### config.mk
export PLATFORM = sky130hd
export DESIGN_NAME = execute_out_buffer_flat
export DESIGN_NICKNAME = d
export VERILOG_FILES = /design/src/rtl/execute_out_buffer_if.sv /design/src/rtl/execute_out_buffer.sv /design/src/flat_wrapper.sv
export SDC_FILE = /design/constraint.sdc
export NUM_CORES = 1
export LEC_CHECK = 0
export ABC_CLOCK_PERIOD_IN_PS = 7900
export CORE_MARGIN = 2
export CORE_UTILIZATION = 35
export DETAILED_ROUTE_END_ITERATION = 16
export PLACE_DENSITY = 0.62
export SYNTH_ARGS = -nofsm -noshare
export SYNTH_HDL_FRONTEND = slang
export SYNTH_SLANG_ARGS = --single-unit
### constraint.sdc
create_clock -name clock -period 7.9 [get_ports clock]
set_input_delay 1.58 -clock clock [delete_from_list [all_inputs] [get_ports clock]]
set_output_delay 1.58 -clock clock [all_outputs]
set_load 0.1 [all_outputs]
### src/rtl/execute_out_buffer_if.sv
// execute_out_buffer_if: execute-to-writeback result handshake bundle
interface execute_out_buffer_if #(
  parameter int DATA_W = 16,
  parameter int REG_W  = 3
);
  logic              in_valid;
  logic              in_ready;
  logic [1:0]        in_W_control;
  logic [DATA_W-1:0] in_aluout;
  logic [DATA_W-1:0] in_pcout;
  logic [REG_W-1:0]  in_dr;
  logic [REG_W-1:0]  in_sr1;
  logic [REG_W-1:0]  in_sr2;
  logic [DATA_W-1:0] in_IR;
  logic [DATA_W-1:0] in_M_data;
  logic              out_valid;
  logic              out_ready;
  logic [1:0]        out_W_control;
  logic [DATA_W-1:0] out_aluout;
  logic [DATA_W-1:0] out_pcout;
  logic [REG_W-1:0]  out_dr;
  logic [REG_W-1:0]  out_sr1;
  logic [REG_W-1:0]  out_sr2;
  logic [DATA_W-1:0] out_IR_Exec;
  logic [2:0]        out_NZP;
  logic [DATA_W-1:0] out_M_data;
  modport master (
    input  in_valid, in_W_control, in_aluout, in_pcout, in_dr, in_sr1, in_sr2, in_IR, in_M_data, out_ready,
    output in_ready, out_valid, out_W_control, out_aluout, out_pcout, out_dr, out_sr1, out_sr2,
           out_IR_Exec, out_NZP, out_M_data
  );
  modport slave (
    output in_valid, in_W_control, in_aluout, in_pcout, in_dr, in_sr1, in_sr2, in_IR, in_M_data, out_ready,
    input  in_ready, out_valid, out_W_control, out_aluout, out_pcout, out_dr, out_sr1, out_sr2,
           out_IR_Exec, out_NZP, out_M_data
  );
endinterface

### src/rtl/execute_out_buffer.sv
// execute_out_buffer: DEPTH-entry in-order result queue with NZP generated at capture
module execute_out_buffer #(
  parameter int DATA_W = 16,
  parameter int REG_W  = 3,
  parameter int DEPTH  = 2,
  parameter int CNT_W  = $clog2(DEPTH + 1)
) (
  input  logic             clock,
  input  logic             reset,
  input  logic             flush,
  execute_out_buffer_if.master bus,
  output logic [CNT_W-1:0] count
);
  localparam int PTR_W = DEPTH > 1 ? $clog2(DEPTH) : 1;
  localparam int E_W   = 2 + 4 * DATA_W + 3 * REG_W + 3;
  logic [E_W-1:0]    mem_q [DEPTH];
  logic [PTR_W-1:0]  wr_q, wr_d, rd_q, rd_d;
  logic [CNT_W-1:0]  count_q, count_d;
  logic [DATA_W-1:0] v;
  logic [2:0]        nzp;
  logic              push, pop;
  always_comb begin
    v       = bus.in_W_control[1] ? bus.in_pcout : bus.in_aluout;
    nzp     = bus.in_W_control[0] ? 3'b000 : v[DATA_W-1] ? 3'b100 : (v == '0) ? 3'b010 : 3'b001;
    push    = bus.in_valid && bus.in_ready;
    pop     = bus.out_valid && bus.out_ready;
    wr_d    = push ? (wr_q == PTR_W'(DEPTH - 1) ? '0 : wr_q + PTR_W'(1)) : wr_q;
    rd_d    = pop ? (rd_q == PTR_W'(DEPTH - 1) ? '0 : rd_q + PTR_W'(1)) : rd_q;
    count_d = (push && !pop) ? count_q + CNT_W'(1) : (pop && !push) ? count_q - CNT_W'(1) : count_q;
  end
  // in_ready comes only from registered occupancy, so a pop never frees a slot in the same cycle
  assign bus.in_ready  = count_q < CNT_W'(DEPTH);
  assign bus.out_valid = count_q != '0;
  assign count         = count_q;
  assign {bus.out_W_control, bus.out_aluout, bus.out_pcout, bus.out_dr, bus.out_sr1, bus.out_sr2,
          bus.out_IR_Exec, bus.out_NZP, bus.out_M_data} = mem_q[rd_q];
  always_ff @(posedge clock) begin
    if (reset) begin
      wr_q    <= '0;
      rd_q    <= '0;
      count_q <= '0;
      for (int i = 0; i < DEPTH; i++) mem_q[i] <= '0;
    end else if (flush) begin
      wr_q    <= '0;
      rd_q    <= '0;
      count_q <= '0;
    end else begin
      wr_q    <= wr_d;
      rd_q    <= rd_d;
      count_q <= count_d;
      if (push) mem_q[wr_q] <= {bus.in_W_control, bus.in_aluout, bus.in_pcout, bus.in_dr, bus.in_sr1,
                                bus.in_sr2, bus.in_IR, nzp, bus.in_M_data};
    end
  end
endmodule

### src/flat_wrapper.sv
// flat-port wrapper written by rule: the top's interface ports become plain ports
module execute_out_buffer_flat 
#(
  parameter int DATA_W = 16,
  parameter int REG_W  = 3,
  parameter int DEPTH  = 2,
  parameter int CNT_W  = $clog2(DEPTH + 1)
)
  (clock, reset, flush, count, bus_in_valid, bus_in_W_control, bus_in_aluout, bus_in_pcout, bus_in_dr, bus_in_sr1, bus_in_sr2, bus_in_IR, bus_in_M_data, bus_out_ready, bus_in_ready, bus_out_valid, bus_out_W_control, bus_out_aluout, bus_out_pcout, bus_out_dr, bus_out_sr1, bus_out_sr2, bus_out_IR_Exec, bus_out_NZP, bus_out_M_data);
  execute_out_buffer_if #(.DATA_W(DATA_W), .REG_W(REG_W)) bus_i ();
  input  logic clock;
  input  logic reset;
  input  logic flush;
  output logic [CNT_W-1:0] count;
  input wire logic [$bits(bus_i.in_valid)-1:0] bus_in_valid;
  input wire logic [$bits(bus_i.in_W_control)-1:0] bus_in_W_control;
  input wire logic [$bits(bus_i.in_aluout)-1:0] bus_in_aluout;
  input wire logic [$bits(bus_i.in_pcout)-1:0] bus_in_pcout;
  input wire logic [$bits(bus_i.in_dr)-1:0] bus_in_dr;
  input wire logic [$bits(bus_i.in_sr1)-1:0] bus_in_sr1;
  input wire logic [$bits(bus_i.in_sr2)-1:0] bus_in_sr2;
  input wire logic [$bits(bus_i.in_IR)-1:0] bus_in_IR;
  input wire logic [$bits(bus_i.in_M_data)-1:0] bus_in_M_data;
  input wire logic [$bits(bus_i.out_ready)-1:0] bus_out_ready;
  output wire logic [$bits(bus_i.in_ready)-1:0] bus_in_ready;
  output wire logic [$bits(bus_i.out_valid)-1:0] bus_out_valid;
  output wire logic [$bits(bus_i.out_W_control)-1:0] bus_out_W_control;
  output wire logic [$bits(bus_i.out_aluout)-1:0] bus_out_aluout;
  output wire logic [$bits(bus_i.out_pcout)-1:0] bus_out_pcout;
  output wire logic [$bits(bus_i.out_dr)-1:0] bus_out_dr;
  output wire logic [$bits(bus_i.out_sr1)-1:0] bus_out_sr1;
  output wire logic [$bits(bus_i.out_sr2)-1:0] bus_out_sr2;
  output wire logic [$bits(bus_i.out_IR_Exec)-1:0] bus_out_IR_Exec;
  output wire logic [$bits(bus_i.out_NZP)-1:0] bus_out_NZP;
  output wire logic [$bits(bus_i.out_M_data)-1:0] bus_out_M_data;
  assign bus_i.in_valid = bus_in_valid;
  assign bus_i.in_W_control = bus_in_W_control;
  assign bus_i.in_aluout = bus_in_aluout;
  assign bus_i.in_pcout = bus_in_pcout;
  assign bus_i.in_dr = bus_in_dr;
  assign bus_i.in_sr1 = bus_in_sr1;
  assign bus_i.in_sr2 = bus_in_sr2;
  assign bus_i.in_IR = bus_in_IR;
  assign bus_i.in_M_data = bus_in_M_data;
  assign bus_i.out_ready = bus_out_ready;
  assign bus_in_ready = bus_i.in_ready;
  assign bus_out_valid = bus_i.out_valid;
  assign bus_out_W_control = bus_i.out_W_control;
  assign bus_out_aluout = bus_i.out_aluout;
  assign bus_out_pcout = bus_i.out_pcout;
  assign bus_out_dr = bus_i.out_dr;
  assign bus_out_sr1 = bus_i.out_sr1;
  assign bus_out_sr2 = bus_i.out_sr2;
  assign bus_out_IR_Exec = bus_i.out_IR_Exec;
  assign bus_out_NZP = bus_i.out_NZP;
  assign bus_out_M_data = bus_i.out_M_data;
  execute_out_buffer #(.DATA_W(DATA_W), .REG_W(REG_W), .DEPTH(DEPTH), .CNT_W(CNT_W)) u_core (.clock(clock), .reset(reset), .flush(flush), .bus(bus_i), .count(count));
endmodule
# ---- Word level (Yosys, flattened, before mapping)
# Memories as Yosys holds them, arrays and structs flattened. A register that Yosys moved wholly into a read port is not among the register bits.
# Index checks and enable logic that the tools add are counted.
dict set report word_totals {
  out_inout_bits 82
  input_bits 80
  wordCells 39
  register_bits 4
  memories 1
  mem_bits_rw 156
}
dict set report op_classes {
  n_lt_le_gt_ge 1
  add_sub_neg 4
  n_mux 19
  n_reduce_logical 11
}
# name depth width rd rd_ports_with_merged_regs wr line_no
set memory_table {}
lappend memory_table {u_core.mem_q 2 78 1 1 2 execute_out_buffer.sv:16} ;# logic [E_W-1:0] mem_q [DEPTH];
# operator count
set ops {}
lappend ops {{2-to-1 mux 78 bit} 1}
lappend ops {{OR reduction 78 bit} 1}
lappend ops {{zero test 16 bit} 1}
lappend ops {{2-to-1 mux 16 bit} 1}
lappend ops {{2-to-1 mux 1 bit} 12}
lappend ops {{2-to-1 mux 2 bit} 3}
lappend ops {{2-to-1 mux 3 bit} 2}
lappend ops {{logical AND 1 bit} 4}
lappend ops {{nonzero test 2 bit} 2}
lappend ops {{adder 1 bit, second input constant} 2}
lappend ops {{adder 2 x 1 -> 2 bit, second input constant} 1}
lappend ops {{zero test 1 bit} 2}
lappend ops {{< comparator 2 bit, second input constant} 1}
lappend ops {{OR reduction 2 bit} 1}
lappend ops {{subtractor 2 x 1 -> 2 bit, second input constant} 1}

# ---- Depth between registers and ports, before layout
# Gate-level depths: netlist (run 1).
dict set report depth {
  word_depth 8
  mapped_depth 6
  depth_no_buf 6
}

# ---- Least setup slack after synthesis (run 1)
# No wires, ideal clock.
dict set report synth_timing {
  path_kind {input port to flip-flop}
  from {input flush}
  to {memory u_core.mem_q[0][0] (netlist bit), enable pin}
  required_time_ns 7.497
  t_arrival_ns 3.360
  path_buffers 2
  setup_ns 0.403
  path_stages 5
  slack_ns 4.138
  path_cell_list {or2_1 buf_6 nor3b_4 buf_6 or2_2}
}
# item line_no
set synth_rtl {}
lappend synth_rtl {{start, declared} flat_wrapper.sv:13} ;# input logic flush;
lappend synth_rtl {{end, declared} execute_out_buffer.sv:16}

==> flow_metrics.env, run 1 <==
export IMPL_diodes=0
export IMPL_power_frac_comb_pct=19.6
export IMPL_critPathMaxStageDelay_ns=1.15
export IMPL_final_setup_tns_ns=0
export IMPL_p_leak_nw=3.43
export IMPL_post_dp_cell_area_um2=8880
export IMPL_drv_slew=0
export IMPL_synth_seq_cells=161
export IMPL_yosysSeqAreaShare_pct=67.9
export IMPL_reg2reg_slack_ns=5.06
export IMPL_status="complete, no violations"
export IMPL_cts_hold_buf=0
export IMPL_setup_viol=0
export IMPL_post_cts_resized=0
export IMPL_viasPerCell=4.62
export IMPL_netlist_area_um2=7050
export IMPL_finalWorstSetupSlack_ns=3.28
export IMPL_finalHoldViolCount=0
export IMPL_rows=51
export IMPL_synth_top_area_share_pct=66.5
export IMPL_netlist_top_cells_area="edfxtp_1 (66%), and2_1 (13%), mux2_2 (12%)"
export IMPL_final_antenna_net_count=0
export IMPL_dieArea_um2=21300
export IMPL_cts_htree_levels=4
export IMPL_p_seq_share_pct=44.5
export IMPL_cp_end_kind="output pin"
export IMPL_area_growth_pct=34.4
export IMPL_drt_iter0_drc=256
export IMPL_cpMaxStageDelayCell="clkdlybuf4s50_1"
export IMPL_maxSlewHeadroom_pct=20.6
export IMPL_worstPathCellList="mux2_2 -> clkdlybuf4s50_1"
export IMPL_synth_top_cell_by_area="edfxtp_1"
export IMPL_rsz0062_at_grt="false"
export IMPL_cts_tree="done"
export IMPL_p_per_area_nw_per_um2=237
export IMPL_power_switching_w=0.000645
export IMPL_cts_root_buf="clkbuf_16"
export IMPL_dp_hpwl_mm=9.13
export IMPL_critPathBufInv=1
export IMPL_avgSynthCellArea_um2=15.2
export IMPL_dr_pass1_iters=4
export IMPL_dpl_cell_count=867
export IMPL_synthCells=465
export IMPL_die_y_um=146
export IMPL_grt_pass1_vias=4357
export IMPL_grt_pass1_wl_mm=23.5
export IMPL_p_clk_share_pct=35.9
export IMPL_cp_start_kind="flop"
export IMPL_final_area_um2=9470
export IMPL_cts_sink_count=161
export IMPL_finalWirelength_mm=14.9
export IMPL_wire_per_inst_um=16.6
export IMPL_worstMarginPinSlew_ns=1.19
export IMPL_cts_buffer_depth=2
export IMPL_port_buffers=161
export IMPL_worstPathRequired_ns=6.32
export IMPL_drc=0
export IMPL_yosys_top_cells_count="edfxtp_1 (156), and2_1 (148), mux2_2 (78), clkbuf_1 (16)"
export IMPL_swShare_pct=28.7
export IMPL_vias=4155
export IMPL_synth_nets=546
export IMPL_hp_class="flop to flop"
export IMPL_drive_above_1_share_pct=18.8
export IMPL_min_period_ns=4.62
export IMPL_crit_fanout=78
export IMPL_max_freq_mhz=216
export IMPL_ir_drop_v=0.000140
export IMPL_synth_most_common_cell="edfxtp_1"
export IMPL_fp_dieW_um=146
export IMPL_intPower_w=0.00160
export IMPL_path_delay_family="buffers and inverters"
export IMPL_path_class="flop to output pin"
export IMPL_clock_skew_final_ns=0.00681
export IMPL_antenna_found_initial=0
export IMPL_pin_count=162
export IMPL_synth_cell_types=30
export IMPL_clk_latency_ns=0.42
export IMPL_cts_post_setup_buffers_inserted=0
export IMPL_core_um2=19600
export IMPL_grt_max_degree=79
export IMPL_clkTransAtPathRegs_ns=0.06
export IMPL_ys_flop_type="edfxtp_1"
export IMPL_start_util_pct=36.0
export IMPL_critical_path_arrival_ns=3.04
export IMPL_grt_overflow=0
export IMPL_stdcell_count=899
export IMPL_yosysWarnings=0
export IMPL_grt_usage_pct=14.3
export IMPL_n_fill_cell=1752
export IMPL_synth_edf_count=156
export IMPL_gp_congestion=0.692
export IMPL_cap_violations=0
export IMPL_place_ws_ns=3.31
export IMPL_nets=702
export IMPL_cts_made_buffers=17
export IMPL_fin_crit_sh_pct=58.5
export IMPL_ys_async_sr_fraction_pct=0
-- metal layers --
metal,share of wire (%),track usage (%),vias to the layer above
met1,42,17.5,2030
li1,-,-,1974
met5,0,0,-
met2,51,23.9,136
met3,6.4,3.98,15
met4,1.2,5.74,0
-- tightest hold or removal path, cell delays in order, from the launching register on --
cell     delay (ns)
dfxtp_1        0.32
xor2_1         0.07
nor2_1         0.07
-- sequential cells by signal, indices dropped and copies added, names as in the netlist, named ones only --
register	count
u_core.mem_q	156
u_core.wr_q	1
u_core.count	2
u_core.rd_q	1
-- cell families (layout without fill, tap and decap cells) --
kind of cell	after synthesis	count (layout)	synth area share, %
fa+ha+maj	1	1	0.177
flops	161	161	67.9
compound gates	4	4	0.284
buf+inv	28	197	2.04
xor+xnor	4	4	0.497
mux	79	79	12.6
simple gates	188	188	16.5
-- path summary, 6_finish.rpt --
path,startpoint,endpoint,cells after the start
hold reg to reg,u_core.rd_q$_SDFFE_PP0P_,flop,2
hold / removal,u_core.rd_q$_SDFFE_PP0P_,flop,2
setup / recovery,flop,bus_out_M_data[4],2
setup reg to reg,u_core.count[1]$_SDFFE_PP0P_,u_core.mem_q[1][6]$_SDFFCE_PN0P_,5
-- layout make-up --
type / count / area [µm²] / share of cell area (%)
Sequential cell: 161 / 4790 / 50.6
Multi-Input combinational cell: 276 / 2130 / 22.4
Timing Repair Buffer: 164 / 1630 / 17.3
Clock buffer: 24 / 482 / 5.09
Tap cell: 265 / 332 / 3.50
Clock inverter: 8 / 104 / 1.10
Inverter: 1 / 3.75 / 0.0396
-- through the flow --
stage / total power (W) / hold slack [ns] / util [%]
floorplan: 0.00133 / 0.472 / -
global placement: 0.00146 / 0.484 / 45.3
detailed placement: 0.00146 / 0.487 / 45.3
CTS: 0.00227 / 0.499 / 48.3
global route: 0.00232 / 0.544 / 48.3
finish: 0.00225 / 0.498 / 48.3
-- power groups by stage --
stage	registers, W	clock network [W]	logic, W
floorplan	0.00101	0	0.000316
global placement	0.00102	0	0.000442
detailed placement	0.00102	0	0.000443
CTS	0.00100	0.000825	0.000444
global route	0.00100	0.000862	0.000456
finish	0.00100	0.000806	0.000440
-- layout by cell type (no fill, tap or decap), drive strengths merged, types with 2 or more instances in the layout --
master         count
clkdlybuf4s50    161
edfxtp           156
and2             150
mux2              78
clkbuf            24
nor2               6
nand2              6
nor4               6
or3                5
dfxtp              5
nor3               4
clkinvlp           4
or2                4
a21oi              3
xor2               3
buf                3
nor3b              3
bufinv             2
nor2b              2
inv                2
Power figures use the tool's default switching activity.
==> run 2: changes to the inputs <==
--- a/config.mk
+++ b/config.mk
@@ -5,7 +5,7 @@
 export SDC_FILE = /design/constraint.sdc
 export NUM_CORES = 1
 export LEC_CHECK = 0
-export ABC_CLOCK_PERIOD_IN_PS = 7900
+export ABC_CLOCK_PERIOD_IN_PS = 4420
 export CORE_MARGIN = 2
 export CORE_UTILIZATION = 35
 export DETAILED_ROUTE_END_ITERATION = 16
==> constraint.sdc (replaced) <==
create_clock -name clock -period 4.42 [get_ports clock]
set_input_delay 0.884 -clock clock [delete_from_list [all_inputs] [get_ports clock]]
set_output_delay 0.884 -clock clock [all_outputs]
set_load 0.1 [all_outputs]
==> run 2 against run 1 <==
  * Sequential share of layout area is 0.17 points lower
  * Hold slack better by 0.017 ns
  * Core utilization is 0.17 points higher
  * Clock-buffer cell count is 6 lower
  * Sequential power is 78% higher
  * Largest cell class unchanged
  * Largest power group unchanged
==> flow_metrics.env, run 2 (same netlist as run 1, synthesis figures left out) <==
export IMPL_diodes=0
export IMPL_dr_pass1_iters=4
export IMPL_start_util_pct=36.0
export IMPL_post_cts_resized=0
export IMPL_cp_start_kind="flop"
export IMPL_die_y_um=146
export IMPL_final_setup_tns_ns=0
export IMPL_rr_startpoint="u_core.count[1]$_SDFFE_PP0P_"
export IMPL_grt_pass1_wl_mm=24.2
export IMPL_clk_latency_ns=0.42
export IMPL_grt_max_degree=78
export IMPL_min_delay_start="u_core.rd_q$_SDFFE_PP0P_"
export IMPL_hp_class="flop to flop"
export IMPL_grt_pass1_vias=4509
export IMPL_cts_post_setup_buffers_inserted=0
export IMPL_cts_htree_levels=4
export IMPL_dieArea_um2=21300
export IMPL_ir_drop_v=0.000244
export IMPL_worstMarginPinSlew_ns=1.00
export IMPL_vias=4153
export IMPL_antenna_found_initial=0
export IMPL_path_delay_family="buffers and inverters"
export IMPL_core_um2=19600
export IMPL_cp_depth=3
export IMPL_rows=51
export IMPL_maxSlewHeadroom_pct=32.9
export IMPL_largest_reg_flops=156
export IMPL_reg2reg_slack_ns=2.40
export IMPL_rsz0062_at_grt="false"
export IMPL_drc=0
export IMPL_fp_dieW_um=146
export IMPL_final_common_cell="clkdlybuf4s50_1"
export IMPL_port_buffers=161
export IMPL_area_growth_pct=34.8
export IMPL_cpMaxStageDelayCell="clkdlybuf4s50_1"
export IMPL_cts_hold_buf=0
export IMPL_drive_above_1_share_pct=19.2
export IMPL_status="complete, no violations"
export IMPL_dp_hpwl_mm=9.76
export IMPL_gp_congestion=0.731
export IMPL_crit_fanout=46
export IMPL_grt_usage_pct=14.8
export IMPL_cp_end_kind="output pin"
export IMPL_p_per_area_nw_per_um2=420
export IMPL_setup_viol=0
export IMPL_endpoint="bus_out_sr1[1]"
export IMPL_cap_violations=0
export IMPL_p_leak_nw=3.45
export IMPL_clkTransAtPathRegs_ns=0.06
export IMPL_final_cell_mix="clkdlybuf4s50_1 (160), edfxtp_1 (156), and2_1 (148), mux2_2 (78), clkbuf_16 (17)"
export IMPL_reg2reg_depth=4
export IMPL_cts_tree="done"
export IMPL_clock_skew_final_ns=0.0103
export IMPL_cts_root_buf="clkbuf_16"
export IMPL_viasPerCell=4.61
export IMPL_place_ws_ns=1.12
export IMPL_cts_buffer_depth=2
export IMPL_drv_slew=0
export IMPL_top_register="u_core.mem_q"
export IMPL_cts_sink_count=161
export IMPL_nets=704
export IMPL_cts_made_buffers=17
export IMPL_worstPathRequired_ns=3.54
export IMPL_critPathBufInv=2
export IMPL_finalHoldViolCount=0
export IMPL_pin_count=162
export IMPL_grt_overflow=0
export IMPL_finalWirelength_mm=15.3
export IMPL_min_period_ns=3.72
export IMPL_critical_path_arrival_ns=2.84
export IMPL_reg2reg_to="u_core.mem_q[0][62]$_SDFFCE_PN0P_"
export IMPL_worstPathCellList="buf_12 -> mux2_2 -> clkdlybuf4s50_1"
export IMPL_drt_iter0_drc=234
export IMPL_final_antenna_net_count=0
export IMPL_path_class="flop to output pin"
export IMPL_fin_crit_sh_pct=84.2
export IMPL_critPathMaxStageDelay_ns=0.97
export IMPL_max_freq_mhz=269
export IMPL_finalWorstSetupSlack_ns=0.697
export IMPL_wire_per_inst_um=17.0
run 2: changes by cell type in the layout (fill, tap and decap cells not counted), sizes merged:
cell           before  now
clkbuf             24   18
buf                 3    6
inv                 2    3
clkdlybuf4s50     161  160
clkinv              1    7
clkinvlp            4    3
run 2: area by class of cell:
| type | instances | area [µm²] |
|---|---|---|
| clock inverters | 14 | 139 |
| fillers | 1735 | 10100 |
| well taps | 265 | 332 |
| repair buffers | 166 | 1680 |
| multi-input cells | 276 | 2130 |
| inverters | 1 | 3.75 |
| clock buffers | 18 | 429 |
| flip-flops and latches | 161 | 4790 |
run 2: power breakdown:
group | total, W | internal (W) | leakage (nW) | switching [W]
logic | 0.000795 | 0.000230 | 1.52 | 0.000566
clock network | 0.00142 | 0.000828 | 0.269 | 0.000588
registers | 0.00178 | 0.00176 | 1.66 | 0.0000256
run 2: how the worst min path moves through the flow:
| stage | to | cells past startpoint | slack (ns) |
|---|---|---|---|
| global placement | u_core.rd_q$_SDFFE_PP0P_ | 2 | 0.48 |
| global route | flop | 2 | 0.56 |
| CTS | flop | 2 | 0.52 |
| finish | flop | 2 | 0.51 |
| detailed placement | u_core.rd_q$_SDFFE_PP0P_ | 2 | 0.49 |
| floorplan | flop | 2 | 0.47 |
run 2: worst reg2reg max path, stage by stage (launching register included):
cell and delay (ns):
dfxtp_1 0.35, nor2b_2 0.22, nor3b_4 0.23, or2_4 0.53
buf_12 0.35
run 2: layer usage:
layer / GRT usage (%) / wire [µm]
met2: 25.1 / 7690
met4: 5.39 / 204
met3: 4.08 / 872
met1: 18.1 / 6560
met5: 0 / 0
run 2: metrics by stage:
stage	cell area, µm²	hold slack [ns]	utilization [%]	cells	total power (W)
5_1_grt	9500	0.556	48.5	901	0.00413
2_1_floorplan	7050	0.472	-	465	0.00238
3_3_place_gp	8930	0.485	45.6	869	0.00261
4_1_cts	9500	0.519	48.5	901	0.00404
3_5_place_dp	8930	0.488	45.6	869	0.00262
6_report	9500	0.515	48.5	901	0.00399
==> patch: new RTL, flow settings as in run 1 <==
`DEPTH` is set to 2 in 2 places; all go to 4.
--- a/src/rtl/execute_out_buffer.sv
+++ b/src/rtl/execute_out_buffer.sv
@@ -2,7 +2,7 @@
 module execute_out_buffer #(
   parameter int DATA_W = 16,
   parameter int REG_W  = 3,
-  parameter int DEPTH  = 2,
+  parameter int DEPTH  = 4,
   parameter int CNT_W  = $clog2(DEPTH + 1)
 ) (
   input  logic             clock,
--- a/src/flat_wrapper.sv
+++ b/src/flat_wrapper.sv
@@ -3,7 +3,7 @@
 #(
   parameter int DATA_W = 16,
   parameter int REG_W  = 3,
-  parameter int DEPTH  = 2,
+  parameter int DEPTH  = 4,
   parameter int CNT_W  = $clog2(DEPTH + 1)
 )
   (clock, reset, flush, count, bus_in_valid, bus_in_W_control, bus_in_aluout, bus_in_pcout, bus_in_dr, bus_in_sr1, bus_in_sr2, bus_in_IR, bus_in_M_data, bus_out_ready, bus_in_ready, bus_out_valid, bus_out_W_control, bus_out_aluout, bus_out_pcout, bus_out_dr, bus_out_sr1, bus_out_sr2, bus_out_IR_Exec, bus_out_NZP, bus_out_M_data);
Interface: changed (resized count); port bits go from 162 to 163. No check against the original RTL was run, so the function may have changed too.
==> patch against run 1 <==
- worst hold slack worse by 0.027 ns
- area after synthesis is 98% higher
- clock skew hardly changed
- setup slack worse by 0.51 ns
- critical path type unchanged
- wire length is 110% higher
- via count is 78% higher
- total power is 92% higher
- synthesized cell count is 78% higher
- final area is 83% higher
- largest cell class unchanged
- non-clock buffer count is 9 higher
- sequential cell count is 160 higher
- clock power is 120% higher
==> patch: results <==
set metrics [dict create \
    ys.flop_type "edfxtp_1" \
    synth.distinct_cells 35 \
    status "complete, no violations" \
    root_buffer "clkbuf_16" \
    grt_pass1_wl_microns 48800 \
    clk_pin_slew_ns 0.05 \
    io_buffers 162 \
    fillers 3492 \
    synth_edf_count 312 \
    reg2reg_depth 4 \
    holdCritPathClass "flip-flop to flip-flop" \
    arrival_ns 3.55 \
    htreeDepth 2 \
    dr.first_iter.drc_count 372 \
    synth_mux_area_share_pct 12.8 \
    grt_max_degree 78 \
    grt_pass1_vias 7914 \
    synth_common_cells "edfxtp_1 (312), and2_1 (300), mux4_2 (78)" \
    vias 7381 \
    drive_gt1_share_pct 15.1 \
    gp_congestion 0.683 \
    clock_skew_ns 0.00653 \
    postSynth.asyncResetShare_pct 0 \
    synth-compound-area-share_pct 0.413 \
    worst_pin_slew_ns 1.07 \
    ys_warn_count 0 \
    largest-register "u_core.mem_q" \
    switching_share_pct 26.0 \
    clock_path_buffers 3 \
    yosysSeqAreaShare_pct 68.5 \
    cts_resized 0 \
    synth_fa_ha_area_share_pct 0.413 \
    leakage_nw 6.08 \
    synthXorXnorAreaFrac_pct 0.126 \
    antenna_cells 0 \
    grt_usage_pct 15.8 \
    ir_drop_mv 0.127 \
    finalWirelength_microns 31900 \
    synth_area_leaders "edfxtp_1 (67%), and2_1 (13%), mux4_2 (13%)" \
    first_pass_iters 4 \
    nets 1073 \
    post_cts_buffers 0 \
    clk_latency_ns 0.53 \
    holdPathStages 2 \
    antenna_found_initial 2 \
    syn-num-nets 913 \
    largest_register_ffs 312 \
    dp_hpwl_microns 17600 \
    cts_made_buffers 36 \
    cp_max_fo 36 \
]
-- patch: cell types whose count changed after synthesis, sizes merged, moves of 4 or more --
| cell | before | now |
|---|---|---|
| mux4 | 0 | 78 |
| a21oi | 3 | 7 |
| edfxtp | 156 | 312 |
| nor2 | 6 | 10 |
| inv | 1 | 5 |
| nor3 | 4 | 8 |
| mux2 | 78 | 1 |
| dfxtp | 5 | 9 |
| clkbuf | 18 | 35 |
| nand2 | 6 | 11 |
| buf | 9 | 16 |
| and2 | 150 | 300 |
-- patch: final cells by class --
type / instances / area share, %
clock inverter: 17 / 1.38
sequential: 321 / 55.2
clock buffer: 47 / 5.68
timing repair buffer: 173 / 9.84
multi-input combinational: 452 / 24.0
inverter: 5 / 0.108
tap: 525 / 3.79
-- patch: cells by family after synthesis --
| family | Yosys count |
|---|---|
| xor+xnor | 2 |
| compound gates | 10 |
| mux | 81 |
| flops | 321 |
| fa+ha+maj | 4 |
| simple gates | 355 |
| buf+inv | 56 |
-- patch: critical path: stages (launching register included) --
cell and delay, ns:
dfxtp_4 0.86, buf_4 0.55, mux4_2 0.59, clkdlybuf4s50_1 0.99
-- patch: stage by stage --
stage	total power, mW	utilization (%)	worst slack [ns]	instances	cell area (sq um)
2_1_floorplan	2.44	-	3.81	829	13900
3_3_place_gp	2.62	40.7	3.20	1476	16100
3_5_place_dp	2.62	40.7	3.20	1476	16100
4_1_cts	4.37	43.8	2.61	1540	17300
5_1_grt	4.46	43.8	2.51	1540	17300
6_report	4.32	43.8	2.77	1540	17300
-- patch: per-layer routing --
layer / vias to the layer above / track usage [%] / wire (microns)
met5: - / 0 / 19
met4: 2 / 5.08 / 665
met3: 40 / 3.72 / 1740
met2: 191 / 26.1 / 15500
met1: 3742 / 20.7 / 14000
li1: 3406 / - / -
-- patch: worst paths after layout --
| kind | start | slack, ns | to |
|---|---|---|---|
| max | flip-flop | 2.77 | bus_out_pcout[10] |
| min | u_core.rd_q[1] | 0.47 | flip-flop |
| max reg2reg | u_core.count[2] | 5.13 | u_core.mem_q[0][71] |
| min reg2reg | u_core.rd_q[1] | 0.47 | flip-flop |
-- patch: power by group through the flow --
stage	logic, mW	registers, mW	clock network, mW
after floorplan	0.423	2.01	0
after global placement	0.604	2.02	0
after detailed placement	0.606	2.02	0
after CTS	0.607	1.98	1.78
after global routing	0.625	1.99	1.85
final	0.599	1.98	1.74
